==> src/rtl/cnc_readback.sv <==
// cnc_readback: PLX local-bus read responder with position counter, timestamp and sticky events.
module cnc_readback #(
    parameter int unsigned WAIT_STATES = 1,
    parameter logic [31:0] ID_VALUE    = 32'h5A20_0C0C
) (
    input  logic        LClk,
    input  logic        rst,
    input  logic        ADS,
    input  logic        LRD,
    input  logic [31:0] LAD_in,
    output logic [31:0] LAD_out,
    output logic        LAD_oe,
    output logic        READY,
    input  logic        ST_CLK,
    input  logic        ST_DIR,
    input  logic        ST_ENB,
    input  logic        ST_DIS,
    input  logic        SP_BRK,
    input  logic        SP_DIR,
    input  logic        SP_DIS,
    input  logic        pos_clr
);
    localparam logic [3:0] WS = 4'(WAIT_STATES);

    typedef enum logic [1:0] {S_IDLE, S_WAIT, S_DRIVE, S_TURN} state_t;

    state_t      state_q;
    logic [3:0]  wcnt_q;
    logic [2:0]  addr_q;
    logic        armed_q, st_clk_q, wrap_q, dis_q, clr4_q;
    logic [31:0] pos_q, snap_q, ts_q, lad_out_q;
    logic        lad_oe_q, ready_q;
    logic        step, wrap_d, dis_d, drive_go, ev_clr;
    logic [31:0] pos_d, rd_d;
    logic        unused_lad;

    assign unused_lad = ^{LAD_in[31:5], LAD_in[1:0]};

    always_comb begin
        step     = ST_CLK & ~st_clk_q;
        pos_d    = pos_clr ? 32'd0 : step ? (ST_DIR ? pos_q + 32'd1 : pos_q - 32'd1) : pos_q;
        ev_clr   = (state_q == S_DRIVE) && clr4_q;
        // a crossing only counts when the counter really moves, not when pos_clr overrides it
        wrap_d   = (step & ~pos_clr & (ST_DIR ? pos_q == 32'h7FFF_FFFF : pos_q == 32'h8000_0000))
                   | (wrap_q & ~ev_clr);
        dis_d    = (step & ST_DIS) | (dis_q & ~ev_clr);
        drive_go = (state_q == S_WAIT) && !LRD && (wcnt_q == 4'd0);
        rd_d     = 32'd0;
        case (addr_q)
            3'd0: rd_d = ID_VALUE;
            3'd1: rd_d = pos_q;
            3'd2: rd_d = {25'd0, SP_DIR, SP_DIS, SP_BRK, ST_DIR, ST_DIS, ST_ENB, ST_CLK};
            3'd3: rd_d = ts_q;
            3'd4: rd_d = {30'd0, dis_q, wrap_q};
            3'd5: rd_d = snap_q;
            default: rd_d = 32'd0;
        endcase
    end

    always_ff @(posedge LClk or negedge rst) begin
        if (!rst) begin
            state_q   <= S_IDLE;
            wcnt_q    <= 4'd0;
            addr_q    <= 3'd0;
            armed_q   <= 1'b1;
            st_clk_q  <= 1'b0;
            wrap_q    <= 1'b0;
            dis_q     <= 1'b0;
            clr4_q    <= 1'b0;
            pos_q     <= 32'd0;
            snap_q    <= 32'd0;
            ts_q      <= 32'd0;
            lad_out_q <= 32'd0;
            lad_oe_q  <= 1'b0;
            ready_q   <= 1'b1;
        end else begin
            st_clk_q <= ST_CLK;
            pos_q    <= pos_d;
            wrap_q   <= wrap_d;
            dis_q    <= dis_d;
            ts_q     <= ts_q + 32'd1;
            lad_oe_q <= drive_go;
            ready_q  <= !drive_go;
            if (!ADS) addr_q <= LAD_in[4:2];
            if (drive_go) begin
                lad_out_q <= rd_d;
                clr4_q    <= addr_q == 3'd4;
                if (addr_q == 3'd1) snap_q <= pos_q;
            end
            case (state_q)
                S_IDLE:
                    if (LRD) armed_q <= 1'b1;
                    else if (armed_q) begin
                        armed_q <= 1'b0;
                        wcnt_q  <= WS;
                        state_q <= S_WAIT;
                    end
                S_WAIT:
                    if (LRD) state_q <= S_IDLE;
                    else if (wcnt_q == 4'd0) state_q <= S_DRIVE;
                    else wcnt_q <= wcnt_q - 4'd1;
                S_DRIVE: state_q <= S_TURN;
                default: state_q <= S_IDLE;
            endcase
        end
    end

    assign LAD_out = lad_out_q;
    assign LAD_oe  = lad_oe_q;
    assign READY   = ready_q;
endmodule

==> config.mk <==
export PLATFORM = sky130hd
export DESIGN_NAME = cnc_readback
export DESIGN_NICKNAME = d
export VERILOG_FILES = /design/src/rtl/cnc_readback.sv
export SDC_FILE = /design/constraint.sdc
export NUM_CORES = 1
export LEC_CHECK = 0
export CORE_MARGIN = 5
export CORE_UTILIZATION = 45
export DETAILED_ROUTE_END_ITERATION = 8
export PLACE_DENSITY_LB_ADDON = 0.08
export RECOVER_POWER = 100
export SYNTH_ARGS = -nofsm -noshare
export SYNTH_HDL_FRONTEND = slang
export SYNTH_SLANG_ARGS = --single-unit
==> constraint.sdc <==
create_clock -name LClk -period 5.1 [get_ports LClk]
set_input_delay 0.765 -clock LClk [delete_from_list [all_inputs] [get_ports LClk]]
set_output_delay 0.765 -clock LClk [all_outputs]
set_load 0.03 [all_outputs]
# Word level (Yosys, flattened, before mapping)

Index checks and enable logic that the tools add are counted.
W data, S select, Z words.

Order comparisons: 0
Shift operators: 0
Add/subtract/negate cells: 4
Multiply operators: 0
Bitwise logic cells: 11
Reductions and logical operators: 13
Equal/unequal tests: 14
Mux-type cells: 16
Div/mod/pow operators: 0

Operators by type and width:

| kind                    | number |
|---|---|
| $pmux W32 S6            | 1 |
| $mux W32                | 3 |
| $add A32 B1 Y32 const B | 2 |
| $eq A32 B31 Y1 const B  | 1 |
| $eq A32 B32 Y1 const B  | 1 |
| $sub A32 B1 Y32 const B | 1 |
| $mux W4                 | 4 |
| $mux W2                 | 4 |
| $ne A2 B2 Y1 const B    | 4 |
| $pmux W4 S2             | 1 |
| $and A1 B1 Y1           | 6 |
| $eq A3 B2 Y1 const B    | 2 |
| $eq A3 B3 Y1 const B    | 2 |
| $pmux W2 S3             | 1 |
| $reduce_and A5 Y1       | 1 |
| $logic_not A4 Y1        | 1 |
| $reduce_bool A2 Y1      | 2 |
| $sub A4 B1 Y4 const B   | 1 |
| $eq A3 B1 Y1 const B    | 1 |
| $logic_and A1 B1 Y1     | 3 |
| $logic_not A3 Y1        | 1 |
| $ne A3 B2 Y1 const B    | 1 |
| $not A1 Y1              | 3 |
| $reduce_and A3 Y1       | 1 |
| 7 further kinds         | 10 |

Bits in read-only memories: 0
Latch bits: 0
Output and inout bits: 34
RAM bits: 0
Memories kept: 0
Logic and storage cells: 72
Register bits after elaboration: 144

# Logic depth before layout (Yosys ltp)

Word-level depth: 5
Depth in mapped cells: 11

# Worst setup path after synthesis

Ideal clock, no wire load.

Path kind: input-to-reg
Start point: in ST_DIR
End point: reg pos_q[29]
Data arrival time: 3.732 ns
Data required time: 5.013 ns
Path slack: 1.281 ns
Stages on the path: 10
Cell sequence: inv_1 ha_1 o211a_1 a2111oi_4 nor4_1 nor3_4 o31ai_2 a211o_1 or4b_1 o211ai_1

Word-level cells in the longest chain between the ends: 3

Ends and longest elaborated chain:

| element                | RTL line | text |
|---|---|---|
| start: declaration     | 15       | `input logic ST_DIR,` |
| $mux W32 (3 in a row)  | 41       | `pos_d = pos_clr ? 32'd0 : step ? (ST_DIR ? pos_q + 32'd1 : pos_q - 32'd1) : pos_q;` |
| end signal: assignment | 78       | `pos_q <= pos_d;` |
| end: declaration       | 31       | `logic [31:0] pos_q, snap_q, ts_q, lad_out_q;` |

No other way between the ends. The select of a mux whose other input is x is not followed.
A chain may end at the register's enable or synchronous reset.

# Worst setup path after layout

Start point: in LRD
End point: reg snap_q[19]

Word-level cells in the longest chain between the ends: 4

Ends and longest elaborated chain:

| element                          | RTL line | text |
|---|---|---|
| start: declaration               | 9        | `input logic LRD,` |
| $logic_not A1 Y1                 | 47       | `drive_go = (state_q == S_WAIT) && !LRD && (wcnt_q == 4'd0);` |
| $logic_and A1 B1 Y1 (2 in a row) | 47       |  |
| $reduce_and A2 Y1 (no line)      | --       |  |
| end signal: assignment           | 88       | `if (addr_q == 3'd1) snap_q <= pos_q;` |
| end: declaration                 | 31       |  |

No other way between the ends.

==> results.sh <==
export IMPL_outcome="complete, but fails checks"
export IMPL_violations="capacitance limit, slew limit"
export IMPL_power_density_nw_per_um2=358.5
export IMPL_tightest_slew_ns=2.618
export IMPL_ios=78
export IMPL_cp_slowest_cell="or3_1"
export IMPL_path_max_fanout=42
export IMPL_ant_nets=0
export IMPL_synth_seq_area_share_pct=44.45
export IMPL_min_to="ts_q[0]"
export IMPL_grt_pass1_vias=6436
export IMPL_critPathKind="input port to flip-flop"
export IMPL_place_inst=1080
export IMPL_antenna_found_initial=1
export IMPL_place_area_sq_um=8823
export IMPL_p_total_mw=3.357
export IMPL_synth_top_area_share_pct=43.80
export IMPL_cp_start_kind="input port"
export IMPL_vdd_ir_drop_max_mv=0.2423
export IMPL_synth_cell_types=55
export IMPL_avgViaCountPerCell=5.764
export IMPL_post_cts_buffers=0
export IMPL_cts_hold_buffers=0
export IMPL_cts_buffers=17
export IMPL_synth_top_area_cell="dfrtp_1"
export IMPL_yosys_area_share_simple_pct=14.27
export IMPL_reg2regPathDepth=7
export IMPL_min_from="ts_q[0]"
export IMPL_synth_cells=830
export IMPL_synth_compound_area_share_pct=18.77
export IMPL_preCtsSetupSlack_ns=0.7367
export IMPL_cpPeakStageDelay_ns=1.27
export IMPL_die_w_microns=144.3
export IMPL_ys_seq_elements=144
export IMPL_finalHoldViolCount=0
export IMPL_fin_setup_tns_ns=0
export IMPL_power_leakage_nw=4.420
export IMPL_die_y_microns=144.3
export IMPL_routed_wl_microns=19820
export IMPL_grt_ovfl_total=0
export IMPL_arrival_ns=4.50
export IMPL_grt_pass1_wl_microns=33290
export IMPL_place_congestion=0.9014
export IMPL_rows=49
export IMPL_synthAdderAreaFrac_pct=5.336
export IMPL_initial_core_util_pct=45.47
export IMPL_synth_avg_cell_area_sq_um=9.774
export IMPL_synth_area_sq_um=8113
export IMPL_netlist_top_cells_count="dfrtp_1 (142), nand2_1 (97), a21oi_1 (60)"
export IMPL_reg2reg_slack_ns=1.07
export IMPL_finalCriticalPeriod_ns=4.197
export IMPL_holdWs_ns=0.4740
export IMPL_drive_gt1_share_pct=9.513
export IMPL_async_flop_share_pct=100.0
export IMPL_critPathCaptureType="flip-flop"
export IMPL_cts_sinks=144
export IMPL_clkTransAtPathRegs_ns=0.06
export IMPL_first_pass_iters=5
export IMPL_syn_to_final_growth_pct=15.44
export IMPL_cts_tree="built"
export IMPL_crit_family="buffers and inverters"
export IMPL_rsz0062_at_grt="no"
export IMPL_grtUsageTotal_pct=20.16
export IMPL_clk_latency_ns=0.43
export IMPL_setup_viol=0
export IMPL_fin_nets=948
export IMPL_dr_total_vias=6415
export IMPL_drv_cap=4
export IMPL_synth_area_mux_share_pct=8.467
export IMPL_min_path_cells=1
export IMPL_slew_viol_final=218
export IMPL_dp_hpwl_microns=13950
export IMPL_die_area_sq_um=20810
export IMPL_crit_buf_inv=2
export IMPL_ctsRootBufferMaster="clkbuf_16"
export IMPL_maxSlewHeadroom_pct=-74.52
export IMPL_timing_rr_start="wcnt_q[0]"
export IMPL_grt_max_degree=106
export IMPL_hp_class="flip-flop to flip-flop"
export IMPL_cts_buffer_depth=2
export IMPL_synth_edf_count=0
export IMPL_htree_levels=4
export IMPL_drt_iter0_markers=382
export IMPL_synth_xor_area_share_pct=5.830
export IMPL_path_cells="dlygate4sd3_1 > nor2_1 > nand3_1 > clkbuf_1 > or3_1 > mux2_2"
export IMPL_yosys_warnings=0
export IMPL_layout_setup_ws_ns=0.9031
export IMPL_synth_top_family_by_area="compound AO/OA/AOI/OAI gates"
export IMPL_instances_no_fill=1113
export IMPL_critPathRequiredTime_ns=5.40
export IMPL_cts_resized_gates=0
export IMPL_core_sq_um=17840
export IMPL_drc=0
export IMPL_synth_most_common_cell="dfrtp_1"
export IMPL_synth_ff_type="dfrtp_1"
export IMPL_timing_rr_end="snap_q[19]"
export IMPL_fin_util_pct=52.49
export IMPL_design_area_sq_um=9365
export IMPL_max_freq_mhz=238.3
export IMPL_syn_nets=908
export IMPL_wire_per_inst_microns=17.81
export IMPL_port_buffers=48
export IMPL_finClkSkew_ns=0.01177
export IMPL_yosys_top_cells_area="dfrtp_1 (44%), mux2_2 (5.1%), ha_1 (5.1%)"
export IMPL_timing_final_crit_share_pct=82.29
[routing by layer]
metal / share of wire [%] / global-route usage [%]
met4: 1.5 / 5.695
met2: 46 / 33.24
met3: 3.8 / 3.935
met1: 48 / 27.21
met5: 0.066 / 0
[power breakdown]
part	internal (mW)	switching [mW]
logic	0.313	0.470
registers	1.27	0.0988
clock network	0.700	0.507
[area by class of cell]
| cell class | count | area (sq um) |
|---|---|---|
| clock buffers | 21 | 460.4 |
| fillers | 1643 | 8476 |
| clock inverters | 11 | 107.6 |
| multi-input cells | 624 | 4268 |
| well taps | 229 | 286.5 |
| flip-flops and latches | 144 | 3606 |
| diodes | 1 | 2.502 |
| inverters | 24 | 90.09 |
| repair buffers | 59 | 544.3 |
[sequential cells by signal (all words and copies together), names as in the netlist, 2 cells and up]
register  flops
LAD_out      32
addr_q        3
pos_q        32
snap_q       32
state_q       2
ts_q         32
wcnt_q        4
[cells by family after synthesis]
family / count (synthesis)
and+or+nand+nor: 243
AOI/OAI and AO/OA: 229
DFF: 144
muxes: 64
buffers and inverters: 62
xor gates and xnor gates: 54
adders and majority gates: 34
[worst max path at each step]
stage,from,end,slack [ns],depth (start not counted)
6_report,LRD,snap_q[19],0.90,6
5_1_grt,LRD,snap_q[16],0.60,6
4_1_cts,ST_DIR,pos_q[29],1.15,11
3_5_place_dp,ST_DIR,pos_q[29],0.74,11
3_3_place_gp,ST_DIR,pos_q[29],0.78,11
2_1_floorplan,ST_DIR,pos_q[29],1.28,10
[placed cells by master (no fill, tap or decap), types with 17 or more instances in the layout]
cell / synthesis / layout
dlygate4sd3_1: 0 / 38
dfrtp_1: 142 / 142
o21ai_0: 49 / 49
xnor2_1: 37 / 37
ha_1: 33 / 33
a22o_1: 29 / 29
nand2_1: 97 / 97
xor2_1: 17 / 17
nand3_1: 30 / 30
mux2_2: 37 / 37
a21oi_1: 60 / 60
nor2_1: 35 / 35
inv_1: 23 / 23
a21o_1: 22 / 22
mux2i_1: 27 / 27
clkbuf_16: 0 / 17
[worst reg2reg max path, cell delays in order (launching register included)]
cell and delay, ns:
dfrtp_1 0.36, inv_1 0.09, ha_1 0.19, nor3b_1 0.19, nand3_1 0.10, clkbuf_1 1.24, or3_1 1.27, mux2_2 0.45
Note: power is estimated with default switching activity, not from simulation.
==> variant: new RTL, same flow settings <==
Make the reset (`rst`) synchronous in one clocked block.
--- a/src/rtl/cnc_readback.sv
+++ b/src/rtl/cnc_readback.sv
@@ -57,7 +57,7 @@
         endcase
     end
 
-    always_ff @(posedge LClk or negedge rst) begin
+    always_ff @(posedge LClk) begin
         if (!rst) begin
             state_q   <= S_IDLE;
             wcnt_q    <= 4'd0;
Formal check against the unedited RTL: differs if rst is asserted again (counterexample within 4 cycles, from zero or initial values and one cycle with rst low); with rst held inactive, the same outputs for 10 cycles.
==> variant against the unedited design <==
- the run still ends with max-capacitance violations, max-slew violations left
- synthesized area fell by 4.2%
- sequential cell count did not move
- critical path depth rose by 5
- worst setup slack got worse by 0.10 ns
- sequential share of layout area fell by 6.4 points
- register-to-register slack improved by 0.86 ns
- routed wire length rose by 4.6%
- final area fell by 4.2%
- critical endpoint is now pos_q[24]
Power is not compared: it rests on default switching activity, and its combinational part moved more than twofold at a synthesized area within 25%.
==> variant: results (changes against the unedited design) <==
Status
  • Status: complete, but fails checks
  • Failing checks: max-capacitance violations, max-slew violations

Logic synthesis
  • Synth Flop Type: dfxtp_1
  • Ys async rst share: 0% (-100 points)
  • Synth cell types: 65 (+18%)
  • Post-Syn Nets: 1,025 (+13%)
  • Synth top area cells: dfxtp_1 (37%), nand2_1 (8.1%), ha_1 (5.3%), a21oi_1 (4.1%), o21ai_0 (3.8%)
  • Ys Warns: 0 (unchanged)
  • Synth Instances: 947 (+14%)
  • Sequential share of the synthesized area: 37.10% (-7.3 points)
  • Top cells by count, synth: nand2_1 (168), dfxtp_1 (144), a21oi_1 (63), o21ai_0 (59), clkbuf_1 (48)

Finish
  • Final #Nets: 1,052 (+11%)
  • N_diodes: 0 (-1)
  • Post-route insts no fill: 1,212 (+8.9%)
  • Share of cells above drive strength 1: 5.370% (-4.1 points)

Critical path
  • CP delay by family, top: compound AO/OA/AOI/OAI gates
  • Worst path max stage delay: 0.64 ns (-0.63 ns)
  • Max FO, Critical Path: 16 (-62%)
  • Slowest cell on crit path: dlygate4sd3_1
  • Worst r2r path cells: 9 (+2)
  • Worst r2r src: pos_q[2]
  • R2R setup slack: 1.93 ns (+0.86 ns)
  • Worst Path Arrival: 4.62 ns (+0.12 ns)
  • Worst R2R End: pos_q[24]

Timing
  • Slew Viols, Final: 50 (-77%)
  • Worst slew pin tran: 1.793 ns (-0.8252 ns)
  • Worst Skew: 0.008182 ns (-0.003592 ns)

Hold path
  • Hold endpoint: LAD_out[5]
  • Hold path cells: 2 (+1)
  • Hold Startpoint: LAD_out[5]
  • Worst min path class: reg -> reg

Clocking
  • Worst skew pair latency: 0.43 ns (about the same)
  • Clock root buffer: clkbuf_16
  • CTS resizes: 0 (unchanged)
  • Post-CTS Setup Repair Bufs: 0 (unchanged)
  • Max Root-Sink Buffers: 2 (unchanged)
  • H-tree depth: 4 (unchanged)
  • Inserted Clock Buffers: 17 (unchanged)
  • Reg clk slew, reported paths: 0.06 ns (about the same)

Global routing
  • Global-route wire length before repair: 34.50 mm (+3.7%)
  • Initial antenna violation count: 0 (-1)
  • Largest net degree at the start of global routing: 50 (-53%)
  • Total Routing Usage GR: 21.65% (+1.5 points)
  • Number of global-route vias before repair: 6,387 (-0.76%)

Route
  • Drt total wl: 20.73 mm (+4.6%)
  • Via density: 5.529 (-4.1%)
  • DR pass1 iterations: 4 (-1)
  • Iter 0 DRT Violations: 414 (+8.4%)

Placed design
  • Gpl congestion: 0.8349 (-7.4%)
  • IO buf count: 48 (unchanged)
  • DPL Wire Length: 14.49 mm (+3.9%)

Power
  • Switching Fraction: 26.81%
  • Max VDD drop: 0.2409 mV
  • Lkg Pwr: 3.507 nW

Run
  • Max-Cap Viols: 1 (-3)
## variant: cell types whose count changed after synthesis, moves of 10 or more
cell      delta
nor2b_1     +16
dfrtp_1    -142
a21boi_0    +35
clkbuf_1    +14
nand2_1     +71
and2_1      +23
mux2_2      -35
o21ai_0     +10
dfxtp_1    +144
## variant: area by class of cell
cell class / instances / area (um^2)
clock buffers: 21 / 470.5
multi-input cells: 733 / 4617
well taps: 225 / 281.5
inverters: 18 / 67.56
flip-flops and latches: 144 / 2883
fillers: 1678 / 8142
repair buffers: 60 / 549.3
clock inverters: 11 / 106.4
## variant: per-layer routing
layer / track usage, % / vias to the layer above / wire length [um]
met4: 6.919 / 0 / 363
li1: - / 3423 / -
met1: 31.27 / 3130 / 10470
met2: 32.73 / 120 / 9104
met5: 0 / - / 0
met3: 4.011 / 28 / 794
## variant: power by group through the flow
stage	Sequential [mW]	Clock (mW)	Combinational [mW]
after floorplan	1.20	0	0.213
after global placement	1.20	0	0.298
after detailed placement	1.21	0	0.299
after CTS	1.18	1.25	0.300
after global routing	1.18	1.30	0.332
final	1.18	1.22	0.296
## variant: worst max path at each step
stage                       from         end  depth (start not counted)
after global placement    ST_DIR   pos_q[25]                         12
after global routing         rst  LAD_out[4]                          6
after CTS                 ST_DIR   pos_q[24]                         11
final                     ST_DIR   pos_q[24]                         11
after floorplan           ST_DIR   pos_q[24]                         10
after detailed placement  ST_DIR   pos_q[25]                         12
## variant: worst reg2reg max path: cells and delay by family (launching register included)
kind / cells / cell delay (ns)
AOI/OAI and AO/OA: 6 / 2.07
DFF: 1 / 0.42
adders and majority gates: 1 / 0.32
and+or+nand+nor: 2 / 0.26
## variant: through the flow
stage,area (um^2),hold WS [ns],setup slack [ns]
after global routing,8975,0.4828,0.5166
final,8975,0.4483,0.7993
after global placement,8441,0.4353,0.7470
after CTS,9017,0.4569,1.173
after detailed placement,8441,0.4427,0.7394
after floorplan,7770,0.4385,1.524
## variant: cell families after synthesis
family                     count (synthesis)  synth area share, %
and+or+nand+nor                          362                22.66
AOI/OAI and AO/OA                        261                22.19
DFF                                      144                37.10
buffers and inverters                     70                3.381
xor gates and xnor gates                  45                5.072
adders and majority gates                 34                5.572
muxes                                     31                4.026
